`src/rtl/uart_frame_assembler_if.sv`:
```
// ---------------------------------------------------------------------------
// uart_frame_assembler_if
//   Groups the byte-stream handshake and the frame-result signals of the
//   UART frame assembler.
//   master : byte source / frame consumer (drives in_valid, in_data, flush)
//   slave  : the assembler itself
//   Signals:
//     in_valid, in_data, in_ready : received-byte handshake
//     flush                       : synchronous discard of the partial frame
//     frame_out                   : last good frame (byte k at [8k+7:8k])
//     frame_valid / frame_err     : one-cycle result pulses
//     err_timeout                 : qualifies frame_err (1 = inter-byte timeout)
//     byte_count                  : bytes currently held in the partial frame
// ---------------------------------------------------------------------------
interface uart_frame_assembler_if #(
  parameter int FRAME_BYTES = 18,
  parameter int DBITS       = 8
);
  localparam int CW = $clog2(FRAME_BYTES + 1);

  logic                         in_valid;
  logic [DBITS-1:0]             in_data;
  logic                         in_ready;
  logic                         flush;
  logic [FRAME_BYTES*DBITS-1:0] frame_out;
  logic                         frame_valid;
  logic                         frame_err;
  logic                         err_timeout;
  logic [CW-1:0]                byte_count;

  modport master (
    output in_valid, in_data, flush,
    input  in_ready, frame_out, frame_valid, frame_err, err_timeout, byte_count
  );

  modport slave (
    input  in_valid, in_data, flush,
    output in_ready, frame_out, frame_valid, frame_err, err_timeout, byte_count
  );
endinterface

```
`src/rtl/uart_frame_assembler.sv`:
```
// ---------------------------------------------------------------------------
// uart_frame_assembler
//   Collects FRAME_BYTES bytes from the UART RX stream into a shadow frame and
//   checks that the first byte (command char) equals the last byte (end char).
//   A good frame is copied to frame_out with a one-cycle frame_valid pulse; a
//   bad frame gives a one-cycle frame_err pulse and frame_out is left alone.
//   Optional feature macro: UART_FRAME_TIMEOUT_EN
//     defined   -> an inter-byte idle counter discards a stalled partial frame
//                  after TIMEOUT_CYCLES idle cycles (frame_err + err_timeout).
//     undefined -> no counter; a partial frame waits for flush or reset.
//   Ports:
//     clk_ext : system clock
//     nreset  : asynchronous active-low reset
//     bus     : uart_frame_assembler_if.slave (byte handshake + frame results)
// ---------------------------------------------------------------------------
module uart_frame_assembler #(
  parameter int FRAME_BYTES    = 18,
  parameter int DBITS          = 8,
  parameter int TIMEOUT_CYCLES = 1_000_000,
  parameter int TO_BITS        = 24
) (
  input  logic                    clk_ext,
  input  logic                    nreset,
  uart_frame_assembler_if.slave   bus
);
  localparam int CW = $clog2(FRAME_BYTES + 1);
  localparam int FW = FRAME_BYTES * DBITS;

  localparam logic [1:0] ST_IDLE    = 2'd0;
  localparam logic [1:0] ST_COLLECT = 2'd1;
  localparam logic [1:0] ST_EMIT    = 2'd2;

  logic [1:0]    state_r;
  logic [CW-1:0] count_r;
  logic [FW-1:0] shadow_r;
  logic [FW-1:0] frame_out_r;
  logic          frame_valid_r;
  logic          frame_err_r;
  logic          err_timeout_r;

  logic          in_ready_s;
  logic          accept_s;
  logic          last_byte_s;
  logic          delim_match_s;
  logic          timeout_hit_s;

  // Handshake and frame-check decode
  always_comb begin
    in_ready_s    = (state_r != ST_EMIT);
    accept_s      = bus.in_valid & in_ready_s;
    last_byte_s   = (count_r == CW'(FRAME_BYTES - 1));
    delim_match_s = (shadow_r[DBITS-1:0] == shadow_r[(FRAME_BYTES-1)*DBITS +: DBITS]);
  end

`ifdef UART_FRAME_TIMEOUT_EN
  logic [TO_BITS-1:0] to_cnt_r;

  // Idle-cycle counter: runs only while a partial frame is being collected
  always_ff @(posedge clk_ext or negedge nreset) begin
    if (!nreset) begin
      to_cnt_r <= {TO_BITS{1'b0}};
    end else if (bus.flush || (state_r != ST_COLLECT) || accept_s || timeout_hit_s) begin
      to_cnt_r <= {TO_BITS{1'b0}};
    end else begin
      to_cnt_r <= to_cnt_r + TO_BITS'(1);
    end
  end

  assign timeout_hit_s = (state_r == ST_COLLECT) && (to_cnt_r == TO_BITS'(TIMEOUT_CYCLES - 1));
`else
  // Without the timeout feature the sizing parameters only keep the
  // instantiation interface identical; the condition is constant zero.
  assign timeout_hit_s = 1'b0 & (TO_BITS > 0) & (TIMEOUT_CYCLES > 0);
`endif

  // Frame FSM, shadow capture and registered result pulses
  always_ff @(posedge clk_ext or negedge nreset) begin
    if (!nreset) begin
      state_r       <= ST_IDLE;
      count_r       <= {CW{1'b0}};
      shadow_r      <= {FW{1'b0}};
      frame_out_r   <= {FW{1'b0}};
      frame_valid_r <= 1'b0;
      frame_err_r   <= 1'b0;
      err_timeout_r <= 1'b0;
    end else begin
      frame_valid_r <= 1'b0;
      frame_err_r   <= 1'b0;
      err_timeout_r <= 1'b0;
      if (bus.flush) begin
        // Flush wins over a simultaneous byte and over a full frame in EMIT.
        state_r <= ST_IDLE;
        count_r <= {CW{1'b0}};
      end else begin
        case (state_r)
          ST_IDLE, ST_COLLECT: begin
            if (accept_s) begin
              shadow_r[int'(count_r)*DBITS +: DBITS] <= bus.in_data;
              count_r <= count_r + CW'(1);
              state_r <= last_byte_s ? ST_EMIT : ST_COLLECT;
            end else if (timeout_hit_s) begin
              state_r       <= ST_IDLE;
              count_r       <= {CW{1'b0}};
              frame_err_r   <= 1'b1;
              err_timeout_r <= 1'b1;
            end else begin
              state_r <= state_r;
            end
          end
          ST_EMIT: begin
            if (delim_match_s) begin
              frame_out_r   <= shadow_r;
              frame_valid_r <= 1'b1;
            end else begin
              frame_err_r   <= 1'b1;
            end
            state_r <= ST_IDLE;
            count_r <= {CW{1'b0}};
          end
          default: begin
            state_r <= ST_IDLE;
            count_r <= {CW{1'b0}};
          end
        endcase
      end
    end
  end

  assign bus.in_ready    = in_ready_s;
  assign bus.frame_out   = frame_out_r;
  assign bus.frame_valid = frame_valid_r;
  assign bus.frame_err   = frame_err_r;
  assign bus.err_timeout = err_timeout_r;
  assign bus.byte_count  = count_r;
endmodule

```
`src/flat_wrapper.sv`:
```
// flat-port wrapper written by rule: the top's interface ports become plain ports
module uart_frame_assembler_flat 
#(
  parameter int FRAME_BYTES    = 18,
  parameter int DBITS          = 8,
  parameter int TIMEOUT_CYCLES = 1_000_000,
  parameter int TO_BITS        = 24
)
  (clk_ext, nreset, bus_in_valid, bus_in_data, bus_flush, bus_in_ready, bus_frame_out, bus_frame_valid, bus_frame_err, bus_err_timeout, bus_byte_count);
  uart_frame_assembler_if #(.FRAME_BYTES(FRAME_BYTES), .DBITS(DBITS)) bus_i ();
  input  logic clk_ext;
  input  logic nreset;
  input wire logic [$bits(bus_i.in_valid)-1:0] bus_in_valid;
  input wire logic [$bits(bus_i.in_data)-1:0] bus_in_data;
  input wire logic [$bits(bus_i.flush)-1:0] bus_flush;
  output wire logic [$bits(bus_i.in_ready)-1:0] bus_in_ready;
  output wire logic [$bits(bus_i.frame_out)-1:0] bus_frame_out;
  output wire logic [$bits(bus_i.frame_valid)-1:0] bus_frame_valid;
  output wire logic [$bits(bus_i.frame_err)-1:0] bus_frame_err;
  output wire logic [$bits(bus_i.err_timeout)-1:0] bus_err_timeout;
  output wire logic [$bits(bus_i.byte_count)-1:0] bus_byte_count;
  assign bus_i.in_valid = bus_in_valid;
  assign bus_i.in_data = bus_in_data;
  assign bus_i.flush = bus_flush;
  assign bus_in_ready = bus_i.in_ready;
  assign bus_frame_out = bus_i.frame_out;
  assign bus_frame_valid = bus_i.frame_valid;
  assign bus_frame_err = bus_i.frame_err;
  assign bus_err_timeout = bus_i.err_timeout;
  assign bus_byte_count = bus_i.byte_count;
  uart_frame_assembler #(.FRAME_BYTES(FRAME_BYTES), .DBITS(DBITS), .TIMEOUT_CYCLES(TIMEOUT_CYCLES), .TO_BITS(TO_BITS)) u_core (.clk_ext(clk_ext), .nreset(nreset), .bus(bus_i));
endmodule
```
`config.mk`:
```
export PLATFORM = sky130hd
export DESIGN_NAME = uart_frame_assembler_flat
export DESIGN_NICKNAME = d
export VERILOG_FILES = /design/src/rtl/uart_frame_assembler_if.sv /design/src/rtl/uart_frame_assembler.sv /design/src/flat_wrapper.sv
export SDC_FILE = /design/constraint.sdc
export NUM_CORES = 1
export LEC_CHECK = 0
export BUFFER_PORTS_ARGS = -buffer_cell sky130_fd_sc_hd__buf_4
export CORE_MARGIN = 2
export CORE_UTILIZATION = 58
export CTS_CLUSTER_DIAMETER = 40
export DETAILED_ROUTE_END_ITERATION = 12
export PLACE_DENSITY = 0.8
export RECOVER_POWER = 100
export SYNTH_ARGS = -nofsm -noshare
export SYNTH_HDL_FRONTEND = slang
export SYNTH_SLANG_ARGS = --single-unit
```
`constraint.sdc`:
```
create_clock -name clk_ext -period 4.4 [get_ports clk_ext]
set_input_delay 0.66 -clock clk_ext [delete_from_list [all_inputs] [get_ports clk_ext]]
set_output_delay 0.66 -clock clk_ext [all_outputs]
set_load 0.01 [all_outputs]
```
## After elaboration in Yosys (flattened, before gate mapping)

Index checks and enable logic that the tools add are counted.

- Memories kept: 0
- Bits in latches: 0
- Memory bits (read-only): 0
- Bits of input ports: 12
- Register bits: 297
- Output and inout port bits: 153
- Memory bits (writable): 0

- Reductions and logical operators: 4
- $lt $le $gt $ge: 0
- Eq/ne operators: 6
- Muxes and demuxes: 14
- $add $sub $neg: 2
- Shifts and indexed selects: 2
- Bitwise operators: 2
- Div/mod/pow operators: 0
- $mul: 0

Operator list:

| cell | count |
|---|---|
| $bwmux W144 | 1 |
| $shift A8 B33 Y144 const A | 1 |
| $shiftx A8 B33 Y144 | 1 |
| $neg A8 Y33 | 1 |
| $mux W5 | 3 |
| $eq A8 B8 Y1 | 1 |
| $mux W2 | 4 |
| $mux W1 | 6 |
| $reduce_and A3 Y1 | 2 |
| $add A5 B1 Y5 const B | 1 |
| $eq A5 B5 Y1 const B | 1 |
| $ne A3 B2 Y1 const B | 1 |
| $eq A2 B1 Y1 const B | 1 |
| $eq A2 B2 Y1 const B | 1 |
| $logic_not A2 Y1 | 1 |
| $ne A2 B2 Y1 const B | 1 |
| $reduce_or A2 Y1 | 1 |
| $and A1 B1 Y1 | 1 |
| $not A1 Y1 | 1 |

## Depth between registers and ports, before layout

Gate-level depths: netlist (run 1).

- Depth after elaboration: 5
- Mapped depth: 12
- Mapped depth without buffers: 8

## Worst setup path after synthesis (run 1)

Ideal clock, no wire load.

- Path type: reg2reg
- From: register u_core.count_r[0], in the netlist u_core.bus.byte_count[0]
- To: register u_core.shadow_r[0]
- Data arrival time: 3.142 ns
- Setup slack: 1.133 ns
- Cell stages (with the launch flop): 10
- Setup time: 0.125 ns
- Period minus slack after synthesis: 3.267 ns
- Required time: 4.275 ns
- Buffers on the path: 2
- Path through: dfrtp_1 buf_2 inv_1 ha_1 clkbuf_1 and2_1 ha_1 or4b_2 nor4_4 mux2_2

- Word-level cells in the longest chain between the ends: 3
- Elaborated cells between the ends (all ways): 4
- Those cells by class: 1 x add/sub; 2 x shift; 1 x mux

RTL lines:

| element | line | text |
|---|---|---|
| start: declaration | uart_frame_assembler.sv:34 | `logic [CW-1:0] count_r;` |
| start signal: assignment | uart_frame_assembler.sv:80 | `count_r <= {CW{1'b0}};` |
| start signal: assignment | uart_frame_assembler.sv:93 | `count_r <= {CW{1'b0}};` |
| start signal: assignment | uart_frame_assembler.sv:99 | `count_r <= count_r + CW'(1);` |
| $neg A8 Y33 (*) | uart_frame_assembler.sv:98 | `shadow_r[int'(count_r)*DBITS +: DBITS] <= bus.in_data;` |
| $shiftx A8 B33 Y144 / $shift A8 B33 Y144 (equally long branches) | uart_frame_assembler.sv:98 |  |
| $bwmux W144 (*) | uart_frame_assembler.sv:98 |  |
| end signal: assignment | uart_frame_assembler.sv:81 | `shadow_r <= {FW{1'b0}};` |
| end signal: indexed assignment | uart_frame_assembler.sv:98 |  |
| end: declaration | uart_frame_assembler.sv:35 | `logic [FW-1:0] shadow_r;` |

Every way passes the cells marked *; elsewhere a longest branch is shown, timed or not.
A chain may end at the register's enable or synchronous reset.

## Final worst setup path (run 1)

- From: register u_core.count_r[0], in the netlist u_core.bus.byte_count[0]
- To: register u_core.shadow_r[24]

The elaborated chain is that of the path after synthesis.

==> run_results.csv, run 1 <==
group,metric,value,unit
run_status,status,"complete, but fails checks",
run_status,violations,"max-capacitance violations, max-slew violations",
placement,placed_cells,1301,
detailed_routing,vias,7812,
finish,layout_commonest_cell,"dfrtp_1",
sta,period_share,0.8567,
logic_synthesis,syn_area,12440,um2
power_and_ir_drop,irDropWorstVdd,256.0,uV
finish,multiInputGateArea,4582,um2
clock_tree,cts_resized,0,
detailed_routing,ant_nets,0,
finish,synthToLayoutAreaGrowth,15.50,%
finish,drive_gt1_frac,0.3189,
clock_tree,cts_buffer_depth,3,
sta,worst_pin_slew,3.199,ns
placement,hpwlAfterDp,17.75,mm
finish,mostFrequentLayoutCells,"297 x dfrtp_1, 247 x mux2_2, 156 x clkbuf_1",
finish,diodes,0,
logic_synthesis,synth_seq_cells,297,
power_and_ir_drop,power_density,417.7,nW/um2
clock_tree,cts_root_buf,"clkbuf_16",
min_path,worst_hold_startpoint,"bus_flush",
floorplanning,die_area,22630,um2
floorplanning,rows,53,
detailed_routing,wirelength,27.30,mm
detailed_routing,detail_route.first_pass.iterations,6,
sta,setup_viol,0,
sta,rsz0062_at_grt,"no",
setup_path,crit-reg2reg-launch,"u_core.bus.byte_count[0]",
finish,final_cells,1363,
setup_path,crit_type,"reg -> reg",
min_path,hold_class,"in -> reg",
clock_tree,h-tree-depth,2,
floorplanning,fp.dieH,150.4,um
power_and_ir_drop,p_leak,7.311,nW
sta,fin_skew,0.03100,ns
run,cap_violations,3,
floorplanning,start_util,0.5917,
detailed_routing,post_drt_via_cell_ratio,5.731,
sta,fin_ws,0.6306,ns
clock_tree,tritoncts,"yes",
logic_synthesis,ys_types,47,
finish,register_area,7432,um2
setup_path,crit_fanout,16,
logic_synthesis,syn_inst,908,
setup_path,end_kind,"flip-flop",
placement,place_ws,0.8534,ns
placement,port_buffers,163,
setup_path,startpoint,"u_core.bus.byte_count[0]",
clock_tree,clock_latency,0.52,ns
placement,gp_congestion,0.8447,
global_routing,grt_max_degree,128,
logic_synthesis,ys_seq_area_frac,0.5975,
sta,max_slew_margin,-1.133,
finish,nNetsFinal,1080,
global_routing,grt_pass1_wl,43.48,mm
setup_path,start_kind,"flip-flop",
setup_path,arrival,4.20,ns
sta,final_hold_viol_count,0,
detailed_routing,drc,0,
logic_synthesis,synth_nets,924,
sta,timing.fmax,265.3,MHz
global_routing,grt_pass1_vias,7973,
setup_path,required,4.83,ns
floorplanning,ioPinCount,165,
finish,num-fill-cells,1590,
sta,tns,0,ns
detailed_routing,routedWlPerCell,20.03,um
clock_tree,clk_pin_slew,0.06,ns
clock_tree,post_cts_buffers,0,
global_routing,antenna_found_initial,0,
sta,fin_crit,3.769,ns
global_routing,grt.overflow.total,0,
clock_tree,cts.sinks,297,
clock_tree,hold_buffers,0,
finish,final_util,0.6834,
sta,slew_viol_final,228,
floorplanning,coreArea,21020,um2
logic_synthesis,syn_area_per_cell,13.70,um2
floorplanning,die_x,150.4,um
detailed_routing,drt_iter0_drc,398,
clock_tree,cts_buffers,36,
global_routing,track_usage,0.2471,
logic_synthesis,ys_warn_count,0,
[path summary, 6_finish.rpt]
check | to | slack, ns | cells after the start
max | u_core.shadow_r[24] | 0.63 | 9
min | u_core.bus.frame_err | 0.38 | 2
max reg2reg | u_core.shadow_r[24] | 0.63 | 9
min reg2reg | u_core.shadow_r[92] | 0.48 | 2
max in group asynchronous | u_core.bus.frame_out[100] | 1.15 | 2
min in group asynchronous | u_core.shadow_r[101] | 1.20 | 1
[cell families (layout without fill, tap and decap cells)]
logic type	after synthesis	in the layout	synth area share
AOI/OAI and AO/OA	17	17	0.01167
buffers and inverters	91	271	0.02927
xor gates and xnor gates	14	14	0.01046
and+or+nand+nor	202	202	0.09416
other	1	1	0.0003015
muxes	282	282	0.2526
DFF	297	297	0.5975
adders and majority gates	4	4	0.004024
[routing by layer]
layer	part of all wire	track usage	wire length, um	up-vias
met1	0.44	0.3490	11940	3986
met4	0.025	0.07925	673	0
li1	-	-	-	3512
met5	0	0	0	-
met2	0.48	0.3950	13070	254
met3	0.059	0.04152	1608	60
[cell type report]
class | count | area share
repair buffers | 177 | 0.05365
clock inverters | 17 | 0.008448
multi-input cells | 520 | 0.3189
well taps | 275 | 0.02395
inverters | 32 | 0.008361
flip-flops and latches | 297 | 0.5173
clock buffers | 45 | 0.06933
[report_power, final]
group	leakage [nW]	internal, mW	switching [mW]	total [mW]
Clock	0.545	1.62	1.14	2.76
Combinational	2.77	0.119	0.282	0.400
Sequential	4.00	2.79	0.0513	2.84
Total	7.31	4.53	1.47	6.00
[critical path, cell delays in order (launching register included)]
cell and delay (ns):
dfrtp_1 0.34, buf_4 0.20, inv_1 0.09, ha_1 0.32, and2_0 0.19, ha_1 0.60, nand2_1 0.14, nor3_1 0.84
nand3_1 0.65, mux2i_1 0.31
[stage by stage]
| stage | hold WS (ns) | total power, mW | cell area (um2) |
|---|---|---|---|
| global placement | 0.4619 | 3.295 | 13920 |
| global route | 0.3711 | 6.197 | 14370 |
| finish | 0.3823 | 6.001 | 14370 |
| CTS | 0.3051 | 6.055 | 15040 |
| detailed placement | 0.4752 | 3.306 | 13920 |
| floorplan | 0.3644 | 3.130 | 12440 |
[cell usage after synthesis (all sizes together)]
library cell,instances,share of area
o211ai,1,0.0017
mux2i,27,0.022
nor2b,3,0.0015
or3,3,0.0015
and2,10,0.0050
nand3,11,0.0044
nor2,21,0.0063
o31ai,1,0.0010
xor2,10,0.0076
a21oi,1,0.00040
a311oi,1,0.00070
a2111oi,2,0.0024
ha,4,0.0040
nor4,40,0.025
xnor2,4,0.0028
mux2,255,0.23
or2,3,0.0015
and3,25,0.013
and3b,1,0.00070
inv,32,0.0097
and4,1,0.00070
nand4,4,0.0025
conb,1,0.00030
dfrtp,297,0.60
clkbuf,41,0.012
o21ba,1,0.00080
o2111ai,1,0.00070
o21ai,8,0.0032
nand4b,1,0.00070
nand2b,2,0.0010
buf,18,0.0072
or4b,1,0.00080
nor3,22,0.010
nand3b,3,0.0018
o31a,1,0.00070
or4,2,0.0012
nor4b,1,0.0019
nand2,48,0.014
[flip-flops by register name (all words and copies together) (netlist names)]
signal	count
u_core.bus.byte_count	5
u_core.bus.frame_err	1
u_core.bus.frame_out	144
u_core.bus.frame_valid	1
u_core.shadow_r	144
u_core.state_r	2
No activity file was read; power rests on OpenSTA's default activity.
==> inputs of run 2 (changes only) <==
--- a/config.mk
+++ b/config.mk
@@ -11,7 +11,7 @@
 export CTS_CLUSTER_DIAMETER = 40
 export DETAILED_ROUTE_END_ITERATION = 12
 export PLACE_DENSITY = 0.8
-export RECOVER_POWER = 100
+export RECOVER_POWER = 25
 export SYNTH_ARGS = -nofsm -noshare
 export SYNTH_HDL_FRONTEND = slang
 export SYNTH_SLANG_ARGS = --single-unit
==> constraint.sdc (replaced) <==
create_clock -name clk_ext -period 4.4 [get_ports clk_ext]
set_input_delay 0.44 -clock clk_ext [delete_from_list [all_inputs] [get_ports clk_ext]]
set_output_delay 0.44 -clock clk_ext [all_outputs]
set_load 0.01 [all_outputs]
==> run 2 against run 1 <==
Against the previous run: wire length is 0.63% higher; clock-buffer cell count stayed put; global-route usage is 0.40 points higher; critical endpoint is now u_core.shadow_r[40]; non-clock buffer count shrank 1; total power increased by 3.5%; clock power up 7%; the flow still finishes with violations (max-capacitance violations, max-slew violations); cell area up 4.9%; critical path depth shrank 1; first-iteration DRC count increased by 1.8%.
==> run_results.csv, run 2 (synthesized netlist as in run 1, its figures left out) <==
group,metric,value,unit
sta,fin_skew,0.01376,ns
power_and_ir_drop,power.switching,1.472,mW
floorplanning,coreArea,21020,um2
sta,worst_pin_slew,2.608,ns
detailed_routing,post_drt_via_cell_ratio,5.698,
finish,synthToLayoutAreaGrowth,21.22,%
power_and_ir_drop,power_density,411.8,nW/um2
global_routing,antenna_found_initial,0,
sta,finalHoldWorstSlack,0.1499,ns
floorplanning,fp.dieH,150.4,um
sta,tns,0,ns
finish,diodes,0,
placement,gp_congestion,0.8388,
clock_tree,cts_root_buf,"clkbuf_16",
sta,slew_viol_final,104,
min_path,hold_class,"in -> reg",
setup_path,crit_type,"reg -> reg",
detailed_routing,routedWlPerCell,20.17,um
power_and_ir_drop,clkPwrFrac,0.476,
power_and_ir_drop,pwr-share-seq,0.458,
clock_tree,tritoncts,"yes",
setup_path,start_kind,"flip-flop",
setup_path,end_kind,"flip-flop",
clock_tree,cts.sinks,297,
power_and_ir_drop,power.internal,4.738,mW
power_and_ir_drop,p_comb_frac,0.066,
power_and_ir_drop,swShare,0.2370,
sta,period_share,0.8171,
floorplanning,start_util,0.5917,
sta,timing.fmax,278.1,MHz
power_and_ir_drop,p_leak,8.024,nW
global_routing,grt_pass1_vias,8088,
detailed_routing,wirelength,27.47,mm
setup_path,required,4.78,ns
detailed_routing,ant_nets,0,
clock_tree,cts_buffers,37,
clock_tree,cts_resized,0,
run_status,violations,"max-capacitance violations, max-slew violations",
finish,layout_commonest_cell,"dfrtp_1",
clock_tree,clock_latency,0.50,ns
setup_path,arrival,3.98,ns
placement,hpwlAfterDp,17.76,mm
clock_tree,clk_pin_slew,0.06,ns
placement,port_buffers,163,
global_routing,track_usage,0.2511,
clock_tree,h-tree-depth,2,
detailed_routing,vias,7761,
sta,setup_viol,0,
finish,num-fill-cells,1399,
setup_path,crit_fanout,19,
run,cap_violations,1,
finish,mostFrequentLayoutCells,"297 x dfrtp_1, 247 x mux2_2, 172 x buf_4",
floorplanning,die_x,150.4,um
floorplanning,rows,53,
floorplanning,die_area,22630,um2
run_status,status,"complete, but fails checks",
floorplanning,ioPinCount,165,
clock_tree,hold_buffers,0,
power_and_ir_drop,irDropWorstVdd,337.2,uV
global_routing,grt.overflow.total,0,
detailed_routing,drt_iter0_drc,405,
detailed_routing,drc,0,
sta,rsz0062_at_grt,"no",
finish,nNetsFinal,1080,
finish,multiInputGateArea,4648,um2
global_routing,grt_max_degree,106,
sta,max_slew_margin,-0.7390,
sta,final_hold_viol_count,0,
detailed_routing,detail_route.first_pass.iterations,5,
finish,register_area,7432,um2
clock_tree,post_cts_buffers,0,
finish,drive_gt1_frac,0.4609,
sta,fin_crit,3.595,ns
global_routing,grt_pass1_wl,44.23,mm
clock_tree,cts_buffer_depth,3,
[run 2: cell count changes in the layout (fill, tap and decap cells not counted), sizes merged]
| cell | before | now |
|---|---|---|
| bufinv | 0 | 4 |
| clkinv | 6 | 7 |
| clkinvlp | 4 | 2 |
| clkbuf | 202 | 47 |
| inv | 39 | 36 |
| buf | 20 | 174 |
[run 2: path summary, 6_finish.rpt]
kind / slack, ns / cells after the start / startpoint / endpoint
setup reg to reg: 0.80 / 8 / u_core.bus.byte_count[1] / u_core.shadow_r[40]
min in group asynchronous: 0.75 / 1 / nreset / u_core.bus.frame_out[110]
hold / removal: 0.15 / 2 / bus_flush / u_core.bus.frame_err
max in group asynchronous: 1.65 / 2 / nreset / u_core.shadow_r[54]
hold reg to reg: 0.49 / 2 / u_core.shadow_r[91] / u_core.shadow_r[91]
setup / recovery: 0.80 / 8 / u_core.bus.byte_count[1] / u_core.shadow_r[40]
[run 2: cell type report]
class                   count  area share
flip-flops and latches    297      0.4929
multi-input cells         520      0.3083
repair buffers            176     0.08896
clock buffers              45     0.06473
well taps                 275     0.02282
clock inverters            17     0.01427
inverters                  32    0.007967
[run 2: metal layers]
metal / vias up / share of wire / track usage / wire, um
met4: 0 / 0.020 / 0.06698 / 554
met1: 4000 / 0.43 / 0.3571 / 11940
met5: - / 0 / 0 / 0
li1: 3498 / - / - / -
met2: 216 / 0.49 / 0.4030 / 13420
met3: 47 / 0.057 / 0.04485 / 1559
[run 2: critical path: stages (launching register included)]
cell      delay (ns)
dfrtp_1         0.51
inv_1           0.13
ha_1            0.31
and2_1          0.18
ha_1            0.60
inv_2           0.28
nor3_2          0.51
nand4b_1        0.50
mux2_2          0.44
[run 2: power groups by stage]
stage / Combinational [mW] / Clock, mW / Sequential, mW
2_1_floorplan: 0.251 / 0 / 2.88
3_3_place_gp: 0.400 / 0 / 2.89
3_5_place_dp: 0.409 / 0 / 2.89
4_1_cts: 0.413 / 2.99 / 2.85
5_1_grt: 0.458 / 3.11 / 2.85
6_report: 0.411 / 2.95 / 2.85
[run 2: metrics by stage]
stage                     std cells  power [mW]  setup WS [ns]  utilization  cell area [um2]
after floorplan                 908       3.130          1.133            -            12440
after global placement         1300       3.291         0.9539       0.6612            13900
after detailed placement       1300       3.302         0.8628       0.6612            13900
after CTS                      1362       6.252         0.8279       0.7178            15090
after global routing           1362       6.420         0.5194       0.7172            15080
final                          1362       6.209         0.8047       0.7172            15080
==> inputs of run 3 (changes only) <==
--- a/config.mk
+++ b/config.mk
@@ -5,6 +5,7 @@
 export SDC_FILE = /design/constraint.sdc
 export NUM_CORES = 1
 export LEC_CHECK = 0
+export ABC_AREA = 1
 export BUFFER_PORTS_ARGS = -buffer_cell sky130_fd_sc_hd__buf_4
 export CORE_MARGIN = 2
 export CORE_UTILIZATION = 58
==> constraint.sdc (replaced) <==
create_clock -name clk_ext -period 3.7 [get_ports clk_ext]
set_input_delay 0.37 -clock clk_ext [delete_from_list [all_inputs] [get_ports clk_ext]]
set_output_delay 0.37 -clock clk_ext [all_outputs]
set_load 0.01 [all_outputs]
==> run 3 against run 2 <==
Against the previous run: the run still ends with max-capacitance violations, max-slew violations left; clock skew up 0.0082 ns; sequential power up 16%; clock-buffer cell count up 5; synthesized area up 4.0%; combinational power rose to 2.5 times the previous value; critical path depth up 5; die area up 3.9%; total power up 34%; global-route usage up 4.2 points; wire length up 25%; utilization down 0.77 points; critical path type unchanged; largest cell class unchanged.
==> run_results.csv, run 3 <==
group,metric,value,unit
sta,rsz0062_at_grt,"no",
finish,final_cells,1969,
logic_synthesis,synth_area_leaders,"dfrtp_1 57%, nand2_1 17%, nand3_1 11%, nor2_1 3.0%, nand4_1 1.7%",
global_routing,use_met3,0.05529,
detailed_routing,post_drt_via_cell_ratio,5.666,
global_routing,busiest_layer,"met2",
power_and_ir_drop,power_density,533.8,nW/um2
sta,period_share,0.8755,
logic_synthesis,synth_edf_count,0,
clock_tree,cts.sinks,297,
logic_synthesis,ys_warn_count,0,
logic_synthesis,synth_nets,1543,
sta,setup_viol,0,
finish,layout_commonest_cell,"nand2_1",
detailed_routing,ant_nets,0,
logic_synthesis,syn_area,12940,um2
detailed_routing,drc,0,
setup_path,arrival,3.65,ns
sta,worst_pin_slew,2.400,ns
clock_tree,cts_buffer_depth,3,
floorplanning,die_x,153.4,um
clock_tree,cts_buffers,40,
detailed_routing,drt_iter0_drc,1095,
sta,fin_skew,0.02196,ns
finish,fin_area,15530,um2
logic_synthesis,ys_types,32,
floorplanning,die_area,23520,um2
run_status,violations,"max-capacitance violations, max-slew violations",
run,cap_violations,1,
setup_path,crit_type,"reg -> reg",
logic_synthesis,synth_most_common_cell,"nand2_1",
global_routing,grt_max_degree,146,
placement,gp_congestion,0.9430,
global_routing,antenna_found_initial,1,
sta,final_hold_viol_count,0,
clock_tree,clock_latency,0.53,ns
finish,nNetsFinal,1674,
floorplanning,coreArea,21890,um2
setup_path,crit_fanout,40,
clock_tree,tritoncts,"yes",
detailed_routing,detail_route.first_pass.iterations,6,
sta,slew_viol_final,93,
run_status,status,"complete, but fails checks",
power_and_ir_drop,p_leak,8.382,nW
detailed_routing,wirelength,34.32,mm
floorplanning,ioPinCount,165,
min_path,hold_class,"in -> reg",
power_and_ir_drop,irDropWorstVdd,595.1,uV
global_routing,grt_pass1_vias,10730,
placement,hpwlAfterDp,22.70,mm
global_routing,track_usage,0.2930,
finish,synthToLayoutAreaGrowth,20.05,%
logic_synthesis,synth_seq_cells,297,
global_routing,grt_pass1_wl,56.17,mm
logic_synthesis,synthTopCellsByCount,"582 x nand2_1, 297 x dfrtp_1, 286 x nand3_1, 102 x nor2_1, 42 x clkbuf_1",
logic_synthesis,ys_seq_area_frac,0.5745,
setup_path,end_kind,"flip-flop",
floorplanning,start_util,0.5910,
global_routing,globalRouteMet2Util,0.4562,
sta,max_slew_margin,-0.6003,
logic_synthesis,ys_dominant_reg_cell,"dfrtp_1",
setup_path,start_kind,"flip-flop",
detailed_routing,vias,11160,
detailed_routing,routedWlPerCell,17.43,um
sta,tns,0,ns
floorplanning,fp.dieH,153.4,um
global_routing,grt.overflow.total,0,
sta,fin_crit,3.239,ns
finish,num-fill-cells,1738,
sta,finalHoldWorstSlack,0.06823,ns
placement,port_buffers,163,
placement,placed_cells,1895,
logic_synthesis,syn_area_per_cell,8.472,um2
logic_synthesis,async_reset_ff_frac,1.000,
logic_synthesis,syn_inst,1527,
power_and_ir_drop,p_total,8.290,mW
clock_tree,cts_root_buf,"clkbuf_16",
finish,mostFrequentLayoutCells,"581 x nand2_1, 297 x dfrtp_1, 286 x nand3_1",
floorplanning,rows,54,
logic_synthesis,synth_top_cell_area_share,0.5745,
setup_path,required,4.11,ns
sta,timing.fmax,308.7,MHz
clock_tree,clk_pin_slew,0.06,ns
global_routing,met1_usage,0.4206,
finish,drive_gt1_frac,0.1569,
finish,diodes,0,
logic_synthesis,synth_top_area_cell,"dfrtp_1",
clock_tree,h-tree-depth,2,
placement,dpl-instance-area,14270,um2
## run 3: cell count changes after synthesis, sizes merged, moves of 10 or more
cell	previous run	this run
and3	25	0
nand3	11	286
nand2	48	591
or2	3	23
nor2	21	113
mux2i	27	0
buf	18	50
nor4	40	0
o21ai	8	27
nand4	4	38
mux2	255	0
and2	10	0
## run 3: area by class of cell
cell class | count | area (um2) | area share
Tap cell | 280 | 350.3 | 0.02256
Timing Repair Buffer | 181 | 1261 | 0.08121
Clock inverter | 23 | 266.5 | 0.01716
Multi-Input combinational cell | 1112 | 4991 | 0.3214
Clock buffer | 50 | 1130 | 0.07275
Inverter | 26 | 100.1 | 0.006445
Sequential cell | 297 | 7432 | 0.4785
## run 3: timing repair
item | in CTS | in global routing
setup buffers | 0 | 0
hold buffers | 1 | 0
resized for setup | 0 | 0
setup endpoints to repair | 0 | 0
hold endpoints to repair | 90 | 0
## run 3: metrics by stage
step | util | setup WS [ns]
3_5_place_dp | 0.6520 | 0.5188
4_1_cts | 0.7162 | 0.5088
2_1_floorplan | - | 1.241
3_3_place_gp | 0.6520 | 0.6410
5_1_grt | 0.7095 | 0.1571
6_report | 0.7095 | 0.4608
## run 3: worst paths after layout
kind                       cells after the start  slack, ns                         to                      from
max                                           13       0.46        u_core.shadow_r[94]  u_core.bus.byte_count[0]
min                                            2       0.07       u_core.bus.frame_err                 bus_flush
max reg2reg                                   13       0.46        u_core.shadow_r[94]  u_core.bus.byte_count[0]
min reg2reg                                    2       0.47   u_core.bus.frame_out[89]  u_core.bus.frame_out[89]
max in group asynchronous                      3       1.01        u_core.shadow_r[80]                    nreset
min in group asynchronous                      2       1.13  u_core.bus.frame_out[137]                    nreset
## run 3: report_power, final
group / switching (mW) / internal (mW) / leakage, nW
combinational: 0.840 / 0.189 / 3.56
clock: 1.53 / 2.43 / 0.674
sequential: 0.0317 / 3.28 / 4.15
## run 3: per-layer routing
layer / share of wire / wire length, um
met1: 0.43 / 14700
met2: 0.47 / 15970
met3: 0.078 / 2670
met4: 0.028 / 959
met5: 0.00038 / 13
## run 3: cells by family after synthesis
group,Yosys count,share of synthesized area
buf+inv,118,0.04139
fa+ha+maj,4,0.003869
xor+xnor,10,0.006770
compound gates,31,0.01219
flops,297,0.5745
simple gates,1066,0.3610
other cells,1,0.0002899
## run 3: critical path: stages (launching register included)
cell and delay (ns):
dfrtp_1 0.55, inv_2 0.14, ha_1 0.24, nand2_1 0.13, nor2_1 0.06, ha_1 0.41
inv_1 0.09, nor2_1 0.14, nand2_2 0.15, nor2_8 0.50, buf_4 0.38, nand2_2 0.16
nand2_1 0.11, nand2_1 0.05
